File: src/rtl/adc_pkg.sv
// -----------------------------------------------------------------------------
// adc_pkg
// Shared types and constants for the ADC lane alignment controller.
//   state_t      : alignment FSM state encoding
//   ROT_W        : width of the deserialized word / rotation compare (6)
//   PATTERN_DEF  : default ADC training word
//   MAXTAP_DEF   : default highest IODELAY tap swept
//   TAP_W        : IODELAY tap counter width
//   mid_tap()    : window centre, (lo+hi)>>1 computed with one extra bit
// -----------------------------------------------------------------------------
package adc_pkg;

   localparam int               ROT_W       = 6;
   localparam int               TAP_W       = 8;
   localparam logic [ROT_W-1:0] PATTERN_DEF = 6'b111000;
   localparam int               MAXTAP_DEF  = 255;

   typedef enum logic [3:0] {
      ST_IDLE,
      ST_SRES,
      ST_DRES,
      ST_WAIT,
      ST_CHECK,
      ST_INC,
      ST_RECEN,
      ST_CENTER,
      ST_SLIP,
      ST_DONE,
      ST_FAIL
   } state_t;

   // The sum can reach 2*MAXTAP, so it is formed one bit wider than a tap
   // before halving; otherwise a window near the top of the range wraps.
   function automatic logic [TAP_W-1:0] mid_tap(input logic [TAP_W-1:0] lo,
                                                input logic [TAP_W-1:0] hi);
      logic [TAP_W:0] sum;
      sum = {1'b0, lo} + {1'b0, hi};
      return sum[TAP_W:1];
   endfunction

endpackage

File: src/rtl/adc_word_check.sv
// -----------------------------------------------------------------------------
// adc_word_check
// Judges one IODELAY tap. While en is high it samples din every cycle: the
// first word must be one of the ROT_W rotations of PATTERN, every later word
// must equal the first. NSAMP consecutive good words raise pass for one
// cycle; the first bad word raises fail for one cycle. Dropping en clears the
// run so every tap starts fresh.
// Ports:
//   clk, rst   : clock, asynchronous active-high reset
//   en         : sampling window (controller is in its CHECK state)
//   din[5:0]   : deserialized word
//   pass, fail : single-cycle verdict strobes (combinational on din)
// -----------------------------------------------------------------------------
module adc_word_check
   import adc_pkg::*;
#(
   parameter logic [ROT_W-1:0] PATTERN = PATTERN_DEF,
   parameter int               NSAMP   = 16
) (
   input  logic             clk,
   input  logic             rst,
   input  logic             en,
   input  logic [ROT_W-1:0] din,
   output logic             pass,
   output logic             fail
);

   localparam int                 CNT_W = $clog2(NSAMP + 1);
   localparam logic [CNT_W-1:0]   LAST  = CNT_W'(NSAMP - 1);
   // Doubling the pattern lets every left-rotation be taken as a slice.
   localparam logic [2*ROT_W-1:0] PAT2  = {PATTERN, PATTERN};

   logic [ROT_W-1:0] rot_hit;
   logic [CNT_W-1:0] cnt_reg, cnt_next;
   logic [ROT_W-1:0] prev_reg, prev_next;
   logic             match_ok;

   for (genvar gi = 0; gi < ROT_W; gi++) begin : g_rot
      assign rot_hit[gi] = (din == PAT2[2*ROT_W-1-gi -: ROT_W]);
   end

   always_comb begin
      cnt_next  = cnt_reg;
      prev_next = prev_reg;
      pass      = 1'b0;
      fail      = 1'b0;
      // Only the first word needs the rotation compare; afterwards equality
      // with that word implies it.
      match_ok  = (cnt_reg == '0) ? (|rot_hit) : (din == prev_reg);
      if (!en) begin
         cnt_next = '0;
      end else if (!match_ok) begin
         fail     = 1'b1;
         cnt_next = '0;
      end else if (cnt_reg == LAST) begin
         pass     = 1'b1;
         cnt_next = '0;
      end else begin
         cnt_next  = cnt_reg + 1'b1;
         prev_next = din;
      end
   end

   always_ff @(posedge clk or posedge rst) begin
      if (rst) begin
         cnt_reg  <= '0;
         prev_reg <= '0;
      end else begin
         cnt_reg  <= cnt_next;
         prev_reg <= prev_next;
      end
   end

endmodule

File: src/rtl/adc_align_ctrl.sv
// -----------------------------------------------------------------------------
// adc_align_ctrl
// Aligns one ADC LVDS lane: resets ISERDES and IODELAY, sweeps every IODELAY
// tap looking for the window where the training word is stable, re-centres
// the delay in the middle of that window, then bitslips until the word equals
// PATTERN exactly.
// Ports:
//   CLK        : clock (also IODELAY DCLK)
//   RST        : asynchronous active-high reset
//   START      : one-cycle pulse, accepted in IDLE, DONE or FAIL
//   DIN[5:0]   : deserialized word
//   SRST       : ISERDES reset pulse
//   DRST       : IODELAY reset pulse
//   DINC       : IODELAY increment pulse
//   BS         : bitslip pulse
//   TAP[7:0]   : current IODELAY tap
//   DONE, FAIL : result levels
//   WIN[15:0]  : {HI,LO} of the passing window, only when ADC_ALIGN_DEBUG_EN
//                is defined; valid from RECEN onward, cleared on START/RST
// Build option: ADC_ALIGN_DEBUG_EN adds the WIN debug port.
// -----------------------------------------------------------------------------
module adc_align_ctrl
   import adc_pkg::*;
#(
   parameter logic [ROT_W-1:0] PATTERN = PATTERN_DEF,
   parameter int               NSAMP   = 16,
   parameter int               SETTLE  = 8,
   parameter int               MAXTAP  = MAXTAP_DEF
) (
   input  logic               CLK,
   input  logic               RST,
   input  logic               START,
   input  logic [ROT_W-1:0]   DIN,
   output logic               SRST,
   output logic               DRST,
   output logic               DINC,
   output logic               BS,
   output logic [TAP_W-1:0]   TAP,
   output logic               DONE,
   output logic               FAIL
`ifdef ADC_ALIGN_DEBUG_EN
   ,
   output logic [2*TAP_W-1:0] WIN
`endif
);

   localparam int               SET_W     = $clog2(SETTLE + 1);
   localparam logic [SET_W-1:0] SET_LAST  = SET_W'(SETTLE - 1);
   localparam logic [TAP_W-1:0] TAP_MAX   = TAP_W'(MAXTAP);
   localparam logic [2:0]       SLIP_LAST = 3'(ROT_W);

   state_t           state_reg, state_next;
   state_t           ret_reg, ret_next;
   logic [TAP_W-1:0] tap_reg, tap_next;
   logic [TAP_W-1:0] lo_reg, lo_next;
   logic [TAP_W-1:0] hi_reg, hi_next;
   logic             lo_valid_reg, lo_valid_next;
   logic [TAP_W-1:0] center_reg, center_next;
   logic [2:0]       slip_reg, slip_next;
   logic [SET_W-1:0] settle_reg, settle_next;

   logic             chk_en;
   logic             chk_pass;
   logic             chk_fail;
   logic             start_ok;
   logic [TAP_W-1:0] tap_inc;

   adc_word_check #(
      .PATTERN (PATTERN),
      .NSAMP   (NSAMP)
   ) u_word_check (
      .clk  (CLK),
      .rst  (RST),
      .en   (chk_en),
      .din  (DIN),
      .pass (chk_pass),
      .fail (chk_fail)
   );

   assign start_ok = START && ((state_reg == ST_IDLE) ||
                               (state_reg == ST_DONE) ||
                               (state_reg == ST_FAIL));

   // The tap counter mirrors the IODELAY and must never wrap.
   assign tap_inc  = (tap_reg == TAP_MAX) ? tap_reg : tap_reg + 1'b1;

   always_comb begin
      state_next    = state_reg;
      ret_next      = ret_reg;
      tap_next      = tap_reg;
      lo_next       = lo_reg;
      hi_next       = hi_reg;
      lo_valid_next = lo_valid_reg;
      center_next   = center_reg;
      slip_next     = slip_reg;
      settle_next   = '0;
      chk_en        = 1'b0;
      SRST          = 1'b0;
      DRST          = 1'b0;
      DINC          = 1'b0;
      BS            = 1'b0;

      case (state_reg)
         ST_IDLE, ST_DONE, ST_FAIL: begin
            if (start_ok) begin
               state_next    = ST_SRES;
               tap_next      = '0;
               lo_next       = '0;
               hi_next       = '0;
               lo_valid_next = 1'b0;
               center_next   = '0;
               slip_next     = '0;
            end
         end

         ST_SRES: begin
            SRST       = 1'b1;
            state_next = ST_DRES;
         end

         ST_DRES: begin
            DRST       = 1'b1;
            tap_next   = '0;
            ret_next   = ST_CHECK;
            state_next = ST_WAIT;
         end

         // DIN is deliberately not looked at while the delay line settles.
         ST_WAIT: begin
            if (settle_reg == SET_LAST) begin
               state_next = ret_reg;
            end else begin
               settle_next = settle_reg + 1'b1;
            end
         end

         ST_CHECK: begin
            chk_en = 1'b1;
            if (chk_pass) begin
               if (!lo_valid_reg) begin
                  lo_next       = tap_reg;
                  lo_valid_next = 1'b1;
               end
               hi_next    = tap_reg;
               state_next = (tap_reg == TAP_MAX) ? ST_RECEN : ST_INC;
            end else if (chk_fail) begin
               // A failing tap after the window opened closes it; without a
               // window the sweep carries on to the last tap.
               if (lo_valid_reg) begin
                  state_next = ST_RECEN;
               end else if (tap_reg == TAP_MAX) begin
                  state_next = ST_FAIL;
               end else begin
                  state_next = ST_INC;
               end
            end
         end

         ST_INC: begin
            DINC       = 1'b1;
            tap_next   = tap_inc;
            ret_next   = ST_CHECK;
            state_next = ST_WAIT;
         end

         ST_RECEN: begin
            DRST        = 1'b1;
            tap_next    = '0;
            center_next = mid_tap(lo_reg, hi_reg);
            ret_next    = ST_CENTER;
            state_next  = ST_WAIT;
         end

         // Each step is DINC followed by a settle wait, so a zero target
         // passes straight through to SLIP without any increment.
         ST_CENTER: begin
            if (tap_reg != center_reg) begin
               DINC       = 1'b1;
               tap_next   = tap_inc;
               ret_next   = ST_CENTER;
               state_next = ST_WAIT;
            end else begin
               state_next = ST_SLIP;
            end
         end

         ST_SLIP: begin
            if (DIN == PATTERN) begin
               state_next = ST_DONE;
            end else if (slip_reg == SLIP_LAST) begin
               state_next = ST_FAIL;
            end else begin
               BS         = 1'b1;
               slip_next  = slip_reg + 1'b1;
               ret_next   = ST_SLIP;
               state_next = ST_WAIT;
            end
         end

         default: begin
            state_next = ST_IDLE;
         end
      endcase
   end

   always_ff @(posedge CLK or posedge RST) begin
      if (RST) begin
         state_reg    <= ST_IDLE;
         ret_reg      <= ST_CHECK;
         tap_reg      <= '0;
         lo_reg       <= '0;
         hi_reg       <= '0;
         lo_valid_reg <= 1'b0;
         center_reg   <= '0;
         slip_reg     <= '0;
         settle_reg   <= '0;
      end else begin
         state_reg    <= state_next;
         ret_reg      <= ret_next;
         tap_reg      <= tap_next;
         lo_reg       <= lo_next;
         hi_reg       <= hi_next;
         lo_valid_reg <= lo_valid_next;
         center_reg   <= center_next;
         slip_reg     <= slip_next;
         settle_reg   <= settle_next;
      end
   end

   assign TAP  = tap_reg;
   assign DONE = (state_reg == ST_DONE);
   assign FAIL = (state_reg == ST_FAIL);

`ifdef ADC_ALIGN_DEBUG_EN
   logic [2*TAP_W-1:0] win_reg;

   // Snapshot taken when the window is final, so it stays stable through
   // centring and bitslip.
   always_ff @(posedge CLK or posedge RST) begin
      if (RST) begin
         win_reg <= '0;
      end else if (start_ok) begin
         win_reg <= '0;
      end else if (state_reg == ST_RECEN) begin
         win_reg <= {hi_reg, lo_reg};
      end
   end

   assign WIN = win_reg;
`endif

endmodule

File: config.mk
export PLATFORM = sky130hd
export DESIGN_NAME = adc_align_ctrl
export DESIGN_NICKNAME = d
export VERILOG_FILES = /design/src/rtl/adc_pkg.sv /design/src/rtl/adc_word_check.sv /design/src/rtl/adc_align_ctrl.sv
export SDC_FILE = /design/constraint.sdc
export NUM_CORES = 1
export LEC_CHECK = 0
export CELL_PAD_IN_SITES_DETAIL_PLACEMENT = 0
export CELL_PAD_IN_SITES_GLOBAL_PLACEMENT = 2
export CORE_MARGIN = 4
export CORE_UTILIZATION = 35
export CTS_BUF_LIST = sky130_fd_sc_hd__clkbuf_8
export DETAILED_ROUTE_END_ITERATION = 8
export HOLD_SLACK_MARGIN = 0.08
export PLACE_DENSITY = 0.76
export RECOVER_POWER = 50
export SYNTH_ARGS = -nofsm -noshare
export SYNTH_HDL_FRONTEND = slang
export SYNTH_SLANG_ARGS = --single-unit
File: constraint.sdc
create_clock -name CLK -period 2.1 [get_ports CLK]
set_input_delay 0.42 -clock CLK [delete_from_list [all_inputs] [get_ports CLK]]
set_output_delay 0.42 -clock CLK [all_outputs]
set_load 0.01 [all_outputs]
==> impl_metrics.toml <==
[synthesis]
synth_cell_type_count = 62
yosys_most_used_dff = "dfrtp_1"
synth_top_area_cell = "dfrtp_1"
yosysSeqAreaShare = 0.4247
synth_xor_area_frac = 0.08193
yosysWarnings = 0
synth.avg_cell_area_um2 = 9.321
synth_area_um2 = 3421
synth_fa_ha_area_frac = 0.05340
synthSimpleGateAreaFrac = 0.2136
synth-edff-count = 0
synth_compound_area_frac = 0.1686
synthesis.instances = 367
muxShareOfSynthArea = 0.01975
syn_nets = 390
synth_seq_cells = 58
synth_top_family_by_area = "simple AND/OR/NAND/NOR gates"
synthTopCellsByArea = "dfrtp_1 42%, xnor2_1 5.4%, ha_1 4.8%, nand2_1 4.3%, nand3_1 3.7%"
ys_async_sr_fraction = 1.000
synth_top_area_frac = 0.4170

[timing]
rsz0062_at_grt = "yes"
timing.fmax_mhz = 438.0
tightest_slew_ns = 0.6356
hold_viol = 0
clock_skew_ns = 0.01106
fin_tns_setup_ns = -0.1829
maxSlewViolCount = 0
setup_viol = 1
timing.final.ws_setup_ns = -0.1829
fin_crit_ns = 2.283
final.period_utilization = 1.087
slew-limit-headroom = 0.5758

[critical_path]
worstRegToRegCells = 7
critPathCaptureType = "output port"
setup.worst_path.start = "TAP[1]"
cp_cell_sequence = "xnor2_2 > nand2_1 > or4_4 > nand3_2 > inv_1 > buf_2"
worst-path-max-fanout = 2
rr_endpoint = "state_reg[1]"
r2r_start = "TAP[1]"
critical_path.startpoint_type = "flop"
crit_type = "flop to output port"
max_stage_delay_ns = 0.53
critPathCapture = "DINC"
arrival_ns = 1.86
cp.buffers_inverters = 2
path_delay_family = "simple AND/OR/NAND/NOR gates"
ff2ff_setup_slack_ns = 0.02
crit_slowest_cell = "or4_4"
worstSetupPathDepth = 6
cp_data_required_time_ns = 1.68

[floorplanning]
start_util = 0.3650
core_um2 = 9371
pin_count = 23
dieArea_um2 = 11420
die_h_um = 106.9
die_w_um = 106.9
row_count = 35

[clock_tree]
cts_tree = "yes"
clock-sinks = 58
cts.clk_slew.worst_paths_ns = 0.07
cts_buffer_depth = 2
clock_latency_ns = 0.34
htree_levels = 3
cts-root-buf = "clkbuf_8"
cts_inserted_buffers = 9

[pwr]
combPwrFrac = 0.471
clkPwrFrac = 0.215
power_switching_w = 0.001656
pwr-share-seq = 0.315
p_leak_nw = 2.218
p_per_area_nw_per_um2 = 877.6
vdd_drop_max_mv = 0.4817
switching_share = 0.3878
totalPowerFinal_w = 0.004272
p_int_w = 0.002615

[route]
vias = 3099
first_pass_iters = 4
drt_iter0_markers = 165
drc_errors = 0
wl_per_cell_um = 15.47
vias_per_cell = 5.105
drtAntennaViolNets = 0
routed_wl_mm = 9.389

[final_layout]
drive_gt1_frac = 0.3326
antennaDiodeCount = 0
syn2layout_area_growth_pct = 42.28
final_nets = 496

[run_status]
outcome = "complete, but fails checks"
failed_checks = "negative setup slack"

[grt]
first_global_vias = 3065
grt_use_total = 0.1724
grt-ovfl-total = 0
grt_max_degree = 43
grt_pass1_wl_mm = 15.48
antenna_found_initial = 0

[worst_hold_path]
hold_path_class = "input port to flop"

[placement]
place_ws_ns = -0.4714
globalplace.congestion = 0.8425
dp_hpwl_mm = 6.614
portBuffers = 22

[run]
drv_cap = 0
==> metrics by stage <==
step	cell area, µm²	instances	utilization	hold WS, ns
after CTS	4725	602	0.5041	0.3772
after floorplan	3455	367	-	0.4406
after global routing	4867	607	0.5194	0.4508
final	4867	607	0.5194	0.4419
after detailed placement	4308	573	0.4597	0.4620
after global placement	4308	573	0.4597	0.4577
==> what timing repair did <==
item,in CTS,in global routing
endpoints found under the setup margin,31,42
cloned,2,0
pin swaps,28,15
buffers inserted,12,5
gates resized for setup,53,26
hold endpoints to repair,0,0
hold buffers,0,0
==> Yosys cell counts, drive strengths merged, types with 2 or more instances <==
library cell / instances
a31oi: 2
o22ai: 5
nor2: 22
nor4b: 2
dfrtp: 57
o21bai: 2
nor2b: 4
a21oi: 16
nor4: 5
a221o: 2
or2: 4
nand2b: 7
or4bb: 3
ha: 13
o211ai: 2
nor3: 9
mux2: 6
and3: 3
a211oi: 4
xnor2: 21
clkbuf: 12
or3: 2
buf: 4
and2: 5
inv: 14
nand3: 25
nand4: 2
o21ai: 33
a211o: 2
nand2: 40
xor2: 11
a22o: 7
==> kinds of logic (layout without fill, tap and decap cells) <==
logic type / after synthesis / after routing
compound gates: 89 / 90
xor+xnor: 32 / 32
fa+ha+maj: 14 / 14
buf+inv: 30 / 139
flops: 58 / 58
mux: 6 / 6
simple gates: 138 / 139
==> layout by cell type (no fill, tap or decap), types with 7 or more instances in the layout <==
master           instances
nand2_1                 36
clkbuf_8                10
a21oi_1                 13
ha_1                    11
nor2_1                  20
o21ai_0                  8
dlygate4sd2_1            8
xor2_1                  11
buf_4                   81
xnor2_1                 19
nand3_1                 23
a22o_1                   7
inv_1                   12
clkdlybuf4s50_1          9
dfrtp_1                 55
o21ai_1                 24
==> per-layer routing <==
metal | wire length (µm) | track usage | vias to the layer above
li1 | - | - | 1535
met1 | 4849 | 0.2525 | 1514
met2 | 4144 | 0.2585 | 42
met3 | 288 | 0.03311 | 8
met4 | 105 | 0.04932 | 0
met5 | 0 | 0 | -
==> worst min path at each step <==
stage / start / endpoint / slack, ns / cells past startpoint
after global placement: settle_reg[0] / settle_reg[0] / 0.46 / 1
after global routing: DIN[5] / u_word_check.prev_reg[5] / 0.45 / 2
after floorplan: settle_reg[0] / settle_reg[0] / 0.44 / 1
after CTS: RST / u_word_check.prev_reg[5] / 0.38 / 2
after detailed placement: settle_reg[0] / settle_reg[0] / 0.46 / 1
final: DIN[5] / u_word_check.prev_reg[5] / 0.44 / 2
==> power by group through the flow <==
stage	combinational, W	sequential (W)	clock [W]
finish	0.00201	0.00134	0.000918
detailed placement	0.00173	0.00136	0
global route	0.00220	0.00136	0.000992
CTS	0.00186	0.00134	0.000945
global placement	0.00173	0.00136	0
floorplan	0.00104	0.00135	0
==> area by class of cell <==
cell class | instances | area, µm²
inverters | 14 | 56.30
well taps | 129 | 161.4
repair buffers | 109 | 882.1
multi-input cells | 281 | 2141
clock buffers | 10 | 137.6
clock inverters | 6 | 33.78
flip-flops and latches | 58 | 1455
fillers | 903 | 4504
==> worst register-to-register path, stage by stage, from the launching register on <==
cell and delay (ns):
dfrtp_2 0.43, xnor2_2 0.22, nand2_1 0.09, or4_4 0.53, buf_4 0.16, o21ai_4 0.16, a211oi_1 0.10, a211o_1 0.27
(Power assumes the default switching activity.)
